==> src/rtl/fp_norm_arbiter_if.sv <==
// Bus bundle for fp_norm_arbiter: the per-leg request/data/ack side plus the
// valid/ready result side. The arbiter takes the slave view; the requesters
// and the result consumer take the master view.
interface fp_norm_arbiter_if #(
  parameter int N_REQ = 3,
  parameter int MW    = 24,
  parameter int EW    = 8,
  parameter int CW    = 5
);
  logic [N_REQ-1:0]    req;
  logic [N_REQ-1:0]    in_sign;
  logic [N_REQ*EW-1:0] in_exp;
  logic [N_REQ*MW-1:0] in_man;
  logic [N_REQ-1:0]    ack;
  logic                out_valid;
  logic                out_ready;
  logic                out_sign;
  logic [EW-1:0]       out_exp;
  logic [MW-1:0]       out_man;
  logic [CW-1:0]       out_shift;
  logic                out_zero;
  logic [1:0]          out_src;

  modport slave (
    input  req, in_sign, in_exp, in_man, out_ready,
    output ack, out_valid, out_sign, out_exp, out_man, out_shift, out_zero, out_src
  );

  modport master (
    output req, in_sign, in_exp, in_man, out_ready,
    input  ack, out_valid, out_sign, out_exp, out_man, out_shift, out_zero, out_src
  );
endinterface

==> src/rtl/fp_norm_arbiter.sv <==
// Shared leading-zero-count / normalize datapath for the legs of a radix-3
// butterfly. A round-robin arbiter picks one leg, its operand is latched,
// the shift is counted, then the mantissa/exponent are normalized and held
// on a valid/ready port tagged with the source index.
module fp_norm_arbiter #(
  parameter int N_REQ = 3,
  parameter int MW    = 24,
  parameter int EW    = 8,
  parameter int CW    = 5
) (
  input  logic            clk,
  input  logic            rst,
  output logic            busy,
  fp_norm_arbiter_if.slave bus
);

  localparam logic [1:0] IDLE = 2'd0;
  localparam logic [1:0] CAPT = 2'd1;
  localparam logic [1:0] NORM = 2'd2;
  localparam logic [1:0] OUT  = 2'd3;

  logic [1:0]    state;
  logic [1:0]    ptr;
  logic [1:0]    src_q;
  logic          sign_q;
  logic [EW-1:0] exp_q;
  logic [MW-1:0] man_q;
  logic [CW-1:0] shift_q;

  logic          gnt_found;
  logic [1:0]    gnt_idx;
  logic [1:0]    scan;
  logic [CW-1:0] lz;
  logic [MW-1:0] lz_t;
  logic          lz_done;

  assign busy = (state != IDLE);

  // Round-robin pick: first asserted request walking cyclically from ptr.
  always_comb begin
    gnt_found = 1'b0;
    gnt_idx   = '0;
    scan      = ptr;
    for (int unsigned k = 0; k < N_REQ; k++) begin
      if (!gnt_found && bus.req[scan]) begin
        gnt_found = 1'b1;
        gnt_idx   = scan;
      end
      scan = (scan == 2'(N_REQ - 1)) ? '0 : scan + 2'd1;
    end
  end

  // Leading-zero count of the latched mantissa; zero mantissa yields 0.
  always_comb begin
    lz      = '0;
    lz_t    = man_q;
    lz_done = 1'b0;
    for (int unsigned b = 0; b < MW; b++) begin
      if (!lz_done) begin
        if (lz_t[MW-1]) begin
          lz_done = 1'b1;
        end else begin
          lz_t = lz_t << 1;
          lz   = lz + 1'b1;
        end
      end
    end
    if (man_q == '0) lz = '0;
  end

  // Arbitration / capture / normalize / output sequencing.
  always_ff @(posedge clk or posedge rst) begin
    if (rst) begin
      state         <= IDLE;
      ptr           <= '0;
      src_q         <= '0;
      sign_q        <= 1'b0;
      exp_q         <= '0;
      man_q         <= '0;
      shift_q       <= '0;
      bus.ack       <= '0;
      bus.out_valid <= 1'b0;
      bus.out_sign  <= 1'b0;
      bus.out_exp   <= '0;
      bus.out_man   <= '0;
      bus.out_shift <= '0;
      bus.out_zero  <= 1'b0;
      bus.out_src   <= '0;
    end else begin
      bus.ack <= '0;
      case (state)
        IDLE: begin
          if (gnt_found) begin
            src_q   <= gnt_idx;
            sign_q  <= bus.in_sign[gnt_idx];
            exp_q   <= bus.in_exp[gnt_idx*EW +: EW];
            man_q   <= bus.in_man[gnt_idx*MW +: MW];
            bus.ack <= N_REQ'(1) << gnt_idx;
            state   <= CAPT;
          end
        end
        CAPT: begin
          shift_q <= lz;
          state   <= NORM;
        end
        NORM: begin
          bus.out_sign  <= sign_q;
          bus.out_shift <= shift_q;
          bus.out_src   <= src_q;
          if (man_q == '0 || 32'(exp_q) <= 32'(shift_q)) begin
            bus.out_exp  <= '0;
            bus.out_man  <= '0;
            bus.out_zero <= 1'b1;
          end else begin
            bus.out_exp  <= exp_q - EW'(shift_q);
            bus.out_man  <= man_q << shift_q;
            bus.out_zero <= 1'b0;
          end
          bus.out_valid <= 1'b1;
          state         <= OUT;
        end
        default: begin
          if (bus.out_ready) begin
            bus.out_valid <= 1'b0;
            ptr           <= (src_q == 2'(N_REQ - 1)) ? '0 : src_q + 2'd1;
            state         <= IDLE;
          end
        end
      endcase
    end
  end

endmodule

==> src/flat_wrapper.sv <==
// flat-port wrapper written by rule: the top's interface ports become plain ports
module fp_norm_arbiter_flat 
#(
  parameter int N_REQ = 3,
  parameter int MW    = 24,
  parameter int EW    = 8,
  parameter int CW    = 5
)
  (clk, rst, busy, bus_req, bus_in_sign, bus_in_exp, bus_in_man, bus_out_ready, bus_ack, bus_out_valid, bus_out_sign, bus_out_exp, bus_out_man, bus_out_shift, bus_out_zero, bus_out_src);
  fp_norm_arbiter_if #(.N_REQ(N_REQ), .MW(MW), .EW(EW), .CW(CW)) bus_i ();
  input  logic clk;
  input  logic rst;
  output logic busy;
  input wire logic [$bits(bus_i.req)-1:0] bus_req;
  input wire logic [$bits(bus_i.in_sign)-1:0] bus_in_sign;
  input wire logic [$bits(bus_i.in_exp)-1:0] bus_in_exp;
  input wire logic [$bits(bus_i.in_man)-1:0] bus_in_man;
  input wire logic [$bits(bus_i.out_ready)-1:0] bus_out_ready;
  output wire logic [$bits(bus_i.ack)-1:0] bus_ack;
  output wire logic [$bits(bus_i.out_valid)-1:0] bus_out_valid;
  output wire logic [$bits(bus_i.out_sign)-1:0] bus_out_sign;
  output wire logic [$bits(bus_i.out_exp)-1:0] bus_out_exp;
  output wire logic [$bits(bus_i.out_man)-1:0] bus_out_man;
  output wire logic [$bits(bus_i.out_shift)-1:0] bus_out_shift;
  output wire logic [$bits(bus_i.out_zero)-1:0] bus_out_zero;
  output wire logic [$bits(bus_i.out_src)-1:0] bus_out_src;
  assign bus_i.req = bus_req;
  assign bus_i.in_sign = bus_in_sign;
  assign bus_i.in_exp = bus_in_exp;
  assign bus_i.in_man = bus_in_man;
  assign bus_i.out_ready = bus_out_ready;
  assign bus_ack = bus_i.ack;
  assign bus_out_valid = bus_i.out_valid;
  assign bus_out_sign = bus_i.out_sign;
  assign bus_out_exp = bus_i.out_exp;
  assign bus_out_man = bus_i.out_man;
  assign bus_out_shift = bus_i.out_shift;
  assign bus_out_zero = bus_i.out_zero;
  assign bus_out_src = bus_i.out_src;
  fp_norm_arbiter #(.N_REQ(N_REQ), .MW(MW), .EW(EW), .CW(CW)) u_core (.clk(clk), .rst(rst), .busy(busy), .bus(bus_i));
endmodule
==> config.mk <==
export PLATFORM = sky130hd
export DESIGN_NAME = fp_norm_arbiter_flat
export DESIGN_NICKNAME = d
export VERILOG_FILES = /design/src/rtl/fp_norm_arbiter_if.sv /design/src/rtl/fp_norm_arbiter.sv /design/src/flat_wrapper.sv
export SDC_FILE = /design/constraint.sdc
export NUM_CORES = 1
export LEC_CHECK = 0
export CORE_MARGIN = 10
export CORE_UTILIZATION = 45
export CTS_BUF_LIST = sky130_fd_sc_hd__clkbuf_2
export CTS_CLUSTER_SIZE = 10
export DETAILED_ROUTE_END_ITERATION = 8
export GPL_ROUTABILITY_DRIVEN = 1
export PLACE_DENSITY = 0.69
export SLEW_MARGIN = 20
export SYNTH_ARGS = -nofsm -noshare
export SYNTH_HDL_FRONTEND = slang
export SYNTH_SLANG_ARGS = --single-unit
==> constraint.sdc <==
create_clock -name clk -period 23.3 [get_ports clk]
set_clock_uncertainty 0.15 [all_clocks]
set_input_delay 2.33 -clock clk [delete_from_list [all_inputs] [get_ports clk]]
set_output_delay 2.33 -clock clk [all_outputs]
set_load 0.02 [all_outputs]
# ---- Yosys cells after proc, flatten, opt, wreduce, memory -nomap -nowiden
# Cells that the tools add are included.
dict set report word_totals {
  reg_bits 89
  in_bits 105
}
dict set report classes {
  add_sub_neg 27
  mul 1
  order_cmp 5
  eq_ne 6
  shifts 4
  mux 165
  bitwise_logic 2
  n_reduce_logical 16
}
# cell count
set ops {}
lappend ops {{$mux 24} 46}
lappend ops {{$mux 5} 47}
lappend ops {{$add 5x1->5 const B} 22}
lappend ops {{$shiftx 72x8->24} 1}
lappend ops {{$mux 1} 55}
lappend ops {{$logic_not 24->1} 1}
lappend ops {{$shiftx 24x6->8} 1}
lappend ops {{$shl 24x5->24} 1}
lappend ops {{$mux 2} 8}
lappend ops {{$lt 2x3->1 const B} 4}
lappend ops {{$bmux 1 s2} 4}
lappend ops {{$eq 2x2->1 const B} 4}
lappend ops {{$le 8x5->1} 1}
lappend ops {{$mux 8} 1}
lappend ops {{$reduce_and 2->1} 4}
lappend ops {{$sub 8x5->8} 1}
lappend ops {{$add 2x1->2 const B} 3}
lappend ops {{$mux 3} 2}
lappend ops {{$pmux 2 s3} 1}
lappend ops {{$mul 2x2->4 const B} 1}
lappend ops {{$reduce_bool 2->1} 2}
lappend ops {{$reduce_bool 4->1} 1}
lappend ops {{$reduce_or 3->1} 1}
lappend ops {{$shl 1x2->3 const A} 1}
lappend ops {{other kinds (10)} 13}

# ---- Depth between registers and ports, before layout
dict set report logic_depth {
  depth_word 71
  depth_mapped 56
  depth_no_buf 52
}

# ---- Worst setup path before layout
# Ideal clock, no wire load.
dict set report synth_path {
  kind {reg-to-reg}
  start {reg u_core.man_q[23]}
  end {reg u_core.shift_q[4]}
  setup_ns 0.126
  arrival_ns 9.607
  t_required_ns 23.024
  path_slack_ns 13.416
  path_stages_with_launch 57
  path_buffers 5
  synth_period_minus_slack_ns 9.884
  cell_sequence {dfrtp_1 buf_2 buf_6 buf_4 clkbuf_1 clkbuf_1 nor2_1 ha_1 mux2i_1 a311oi_1 ha_1 a21oi_1 o21ai_0 ha_1 a22o_1 nor2_1 a21oi_1 ha_1 [21 not listed] a211oi_1 mux2_2 mux2i_1 nand2_1 o21a_1 ha_1 inv_1 a21oi_1 ha_1 a21oi_1 a21oi_1 ha_1 nand4_1 nand2b_1 a32o_1 a21o_1 a32oi_1 o21ai_1}
}
dict set report synth_via {
  elab_chain_len 71
  word_cells_on_any_way 162
}
# item line
set synth_rtl {}
lappend synth_rtl {{start, declared} fp_norm_arbiter.sv:27} ;# logic [MW-1:0] man_q;
lappend synth_rtl {{start signal, assigned} fp_norm_arbiter.sv:97} ;# man_q <= bus.in_man[gnt_idx*MW +: MW];
lappend synth_rtl {{$mux 1} fp_norm_arbiter.sv:60} ;# if (lz_t[MW-1]) begin
lappend synth_rtl {{$add 1x1->2} fp_norm_arbiter.sv:64} ;# lz = lz + 1'b1;
lappend synth_rtl {{$mux 5} fp_norm_arbiter.sv:60}
lappend synth_rtl {{$mux 5} fp_norm_arbiter.sv:59} ;# if (!lz_done) begin
lappend synth_rtl {{$add 5x1->5} fp_norm_arbiter.sv:64}
lappend synth_rtl {{$mux 5} fp_norm_arbiter.sv:60}
lappend synth_rtl {{$mux 5} fp_norm_arbiter.sv:59}
lappend synth_rtl {{$add 5x1->5} fp_norm_arbiter.sv:64}
lappend synth_rtl {{[55 not listed]} n/a}
lappend synth_rtl {{$mux 5} fp_norm_arbiter.sv:59}
lappend synth_rtl {{$add 5x1->5} fp_norm_arbiter.sv:64}
lappend synth_rtl {{$mux 5} fp_norm_arbiter.sv:60}
lappend synth_rtl {{$mux 5} fp_norm_arbiter.sv:59}
lappend synth_rtl {{$add 5x1->5} fp_norm_arbiter.sv:64}
lappend synth_rtl {{$mux 5} fp_norm_arbiter.sv:60}
lappend synth_rtl {{$mux 5} fp_norm_arbiter.sv:59}
lappend synth_rtl {{$mux 5 (*)} fp_norm_arbiter.sv:68} ;# if (man_q == '0) lz = '0;
lappend synth_rtl {{end signal, assigned} fp_norm_arbiter.sv:103} ;# shift_q <= lz;
lappend synth_rtl {{end, declared} fp_norm_arbiter.sv:28} ;# logic [CW-1:0] shift_q;
# Every way passes the cells marked *; elsewhere a longest branch is shown, timed or not.
# A chain may end at the register's enable or synchronous reset.

# ---- Worst setup path in the final report
dict set report layout_path {
  start {reg u_core.man_q[22]}
  end {reg u_core.shift_q[4]}
}
dict set report layout_via {
  elab_chain_len 70
  word_cells_on_any_way 159
}
# item line
set layout_rtl {}
lappend layout_rtl {{$mux 24} fp_norm_arbiter.sv:60}
lappend layout_rtl {{$mux 5} fp_norm_arbiter.sv:60}
lappend layout_rtl {{$mux 5} fp_norm_arbiter.sv:59}
lappend layout_rtl {{$add 5x1->5} fp_norm_arbiter.sv:64}
lappend layout_rtl {{$mux 5} fp_norm_arbiter.sv:60}
lappend layout_rtl {{$mux 5} fp_norm_arbiter.sv:59}
lappend layout_rtl {{$add 5x1->5} fp_norm_arbiter.sv:64}
lappend layout_rtl {{$mux 5} fp_norm_arbiter.sv:60}
lappend layout_rtl {{[54 not listed]} n/a}
lappend layout_rtl {{$mux 5} fp_norm_arbiter.sv:59}
lappend layout_rtl {{$add 5x1->5} fp_norm_arbiter.sv:64}
lappend layout_rtl {{$mux 5} fp_norm_arbiter.sv:60}
lappend layout_rtl {{$mux 5} fp_norm_arbiter.sv:59}
lappend layout_rtl {{$add 5x1->5} fp_norm_arbiter.sv:64}
lappend layout_rtl {{$mux 5} fp_norm_arbiter.sv:60}
lappend layout_rtl {{$mux 5} fp_norm_arbiter.sv:59}
lappend layout_rtl {{$mux 5 (*)} fp_norm_arbiter.sv:68}
# Marks and branches as above.

==> results.toml <==
[synth]
synthCells = 1187
dominantRegCellSynth = "dfrtp_1"
synthesized_nets = 1323
ys_ff_latch = 89
asyncSetResetFlopFracSynth_pct = 100
synth.cell_area_mm2 = 0.00941
syn_area_per_cell_um2 = 7.93
synth_seq_area_share_pct = 23.7
synth_enable_flop_cells = 0
synthDistinctLibCells = 99
yosys_warnings = 0

[sta]
layout_min_cycle_time_ps = 10580
final.period_utilization_pct = 45.4
timing_worst_slew_pin_value_ps = 999
max-slew-margin-rel_pct = 32.9
setup-violations-final = 0
grt_setup_unrepaired = "false"
fin_ws_ps = 12720
report.final.slew_viol_count = 0
hold_viol_final = 0
highest_attainable_clock_frequency_mhz = 94.5
fin_hold_ws_ps = 371
timing.setup.tns_ps = 0

[placed_design]
globalplace.congestion = 0.943
dp_worst_setup_slack_ps = 12820
dp_hpwl_um = 23100
placement.io_buffers = 150

[clock_tree]
cts_post_setup_buffers_inserted = 0
max-clock-path-buffers = 2
cts.htree.levels = 3
clock_tree.root_cell = "clkbuf_2"
clock_insertion_delay_worst_skew_ps = 540
tritoncts_clock_tree = "yes"
worst_setup_hold_path_clk_slew_ps = 290
hold_buffers = 0
cts.sinks = 89
cts-buffers-inserted = 9
post_cts_resize_count = 0

[flow_run]
maxCapViolCount = 0

[setup_path]
rr_worst_depth = 51
crit-reg2reg-capture = "u_core.shift_q[4]$_DFFE_PP0P_"
timing.critical_path.arrival_ps = 10920
max_stage_delay_ps = 1100
slowest_stage = "dfrtp_2"
timing_worst_setup_path_type = "flip-flop to flip-flop"
startpoint_type = "flip-flop"
cpMostUsedCell = "ha_1"
required_ps = 23640
regToRegStartpoint = "u_core.man_q[22]$_DFFE_PP0P_"
critPathMaxFanout = 52
r2r_setup_slack_ps = 12720
crit_end_category = "flip-flop"

[detailed_routing]
drt_first_iter_violations = 790
vias_per_std_cell = 6.08
remaining_drc_errors = 0
ant_nets = 0
wire_per_inst_um = 19.4
routed_wirelength_um = 30000
drt-pass1-iter-count = 5
vias = 9394

[floorplan]
design.portCount = 151
initial_utilization_pct = 46.1
dieArea_mm2 = 0.0271
fp.dieH_um = 165
placement_rows = 52
coreArea_mm2 = 0.0204
die-width_um = 165

[global_routing]
grt_remaining_overflow = 0
grt_pass1_wl_um = 48700
gr-usage-all-layers_pct = 21.7
maximum_number_of_pins_on_one_net_before_global_route_repair = 76
via_count_of_the_first_global_routing_pass = 9305
antenna_found_initial = 1

[min_path]
hold_path_class = "flip-flop to flip-flop"
worstHoldPathCells = 1
hold_endpoint = "u_core.bus.out_zero$_DFFE_PP0P_"
hold_start = "u_core.bus.out_zero$_DFFE_PP0P_"

[cells_and_area]
most-common-layout-cells = "clkdlybuf4s50_1 (150), nand2_1 (114), nor2_1 (99)"
final_nets = 1405
drive_gt1_share_pct = 8.24
area.growth.synth_to_final_pct = 17.6
utilization_pct = 54.1
layout_commonest_cell = "clkdlybuf4s50_1"

[run_status]
run_status = "complete, no violations"

[pwr]
finalPower_mw = 1.74
power_density_mw_per_mm2 = 157
leakagePower_nw = 4.50
vdd.ir_drop.worst_mv = 0.0532
through the flow:
step                      cell area [um2]  std cells
after floorplan                      9410       1187
after global placement              11000       1528
after detailed placement            11000       1528
after CTS                           11100       1544
after global routing                11100       1545
final                               11100       1545
cells in the mapped netlist, types with 6 or more instances:
library cell	instances	share of area (%)
o21ai_0	69	3.7
inv_1	73	2.9
mux4_2	12	2.9
nor3_1	15	0.80
nor2b_1	12	0.80
o21a_1	11	0.88
dfrtp_1	89	24
nor2_1	99	3.9
mux2_2	24	2.9
xor2_1	13	1.2
a21oi_1	97	5.2
nand2b_1	14	0.93
buf_1	11	0.44
a221o_1	9	0.96
a31oi_1	11	0.73
clkbuf_1	60	2.4
mux2i_1	39	4.1
a21o_1	15	1.2
a221oi_1	7	0.65
o211ai_1	14	1.1
o22ai_1	43	2.9
and2_1	8	0.53
and3_1	14	0.93
nand2_1	114	4.5
o31ai_1	6	0.48
xnor2_1	14	1.3
buf_2	13	0.69
nand3_1	22	1.2
nor4_1	11	0.73
or3_1	8	0.53
a22oi_1	14	1.1
nor3b_1	7	0.56
ha_1	30	4.0
a22o_1	27	2.5
a211oi_1	31	2.5
layout make-up:
| cell class | instances | area [um2] |
|---|---|---|
| antenna | 1 | 2.50 |
| clock buffer | 10 | 50.0 |
| clock inverter | 6 | 50.0 |
| fill | 1986 | 9370 |
| inverter | 76 | 287 |
| multi-input combinational | 930 | 6510 |
| sequential | 89 | 2230 |
| tap | 270 | 338 |
| timing repair buffer | 163 | 1600 |
critical path, delay by kind of cell (launching register included):
| family | cells | cell delay (ps) |
|---|---|---|
| compound gates | 21 | 3340 |
| fa+ha+maj | 11 | 3280 |
| xor+xnor | 2 | 350 |
| mux | 4 | 700 |
| buf+inv | 1 | 70 |
| simple gates | 12 | 1530 |
| flops | 1 | 1100 |
worst max-delay path by stage:
stage,startpoint,endpoint,slack [ps]
after floorplan,u_core.man_q[23]$_DFFE_PP0P_,u_core.shift_q[4]$_DFFE_PP0P_,13420
after global placement,u_core.man_q[22]$_DFFE_PP0P_,u_core.shift_q[4]$_DFFE_PP0P_,13160
after detailed placement,u_core.man_q[22]$_DFFE_PP0P_,u_core.shift_q[4]$_DFFE_PP0P_,12820
after CTS,u_core.man_q[22]$_DFFE_PP0P_,u_core.shift_q[4]$_DFFE_PP0P_,12770
after global routing,u_core.man_q[22]$_DFFE_PP0P_,u_core.shift_q[4]$_DFFE_PP0P_,11750
final,u_core.man_q[22]$_DFFE_PP0P_,u_core.shift_q[4]$_DFFE_PP0P_,12720
cell families (layout without fill, tap and decap cells):
family                     count (synthesis)  count (layout)  synth area share, %
adders and majority gates                 36              36                 4.73
AOI/OAI and AO/OA                        418             418                 30.5
and+or+nand+nor                          366             366                 19.6
muxes                                     75              75                 9.89
buffers and inverters                    168             255                 7.39
DFF                                       89              89                 23.7
xor gates and xnor gates                  35              35                 4.19
other                                      0               1                    0
power by group:
part	switching [mW]	internal, mW	leakage (nW)
Combinational	0.772	0.555	3.31
Clock	0.0592	0.0162	0.0648
Sequential	0.111	0.223	1.12
Total	0.942	0.795	4.50
sequential cells by signal, summed over array words and instances (netlist names):
name	cells
u_core.exp_q	8
u_core.bus.out_zero	1
u_core.bus.out_exp	8
u_core.bus.out_sign	1
u_core.bus.out_valid	1
u_core.bus.ack	3
u_core.ptr	2
u_core.shift_q	5
u_core.sign_q	1
u_core.bus.out_src	2
u_core.src_q	2
u_core.man_q	24
u_core.state	2
u_core.bus.out_man	24
u_core.bus.out_shift	5
per-layer routing:
layer  GRT usage, %  vias up  part of all wire (%)
li1               -     4566                     -
met1           29.0     4370                    44
met2           34.3      424                    46
met3           4.98       34                   8.7
met4           6.12        0                   1.8
met5              0        -                     0
(Power assumes the default switching activity.)
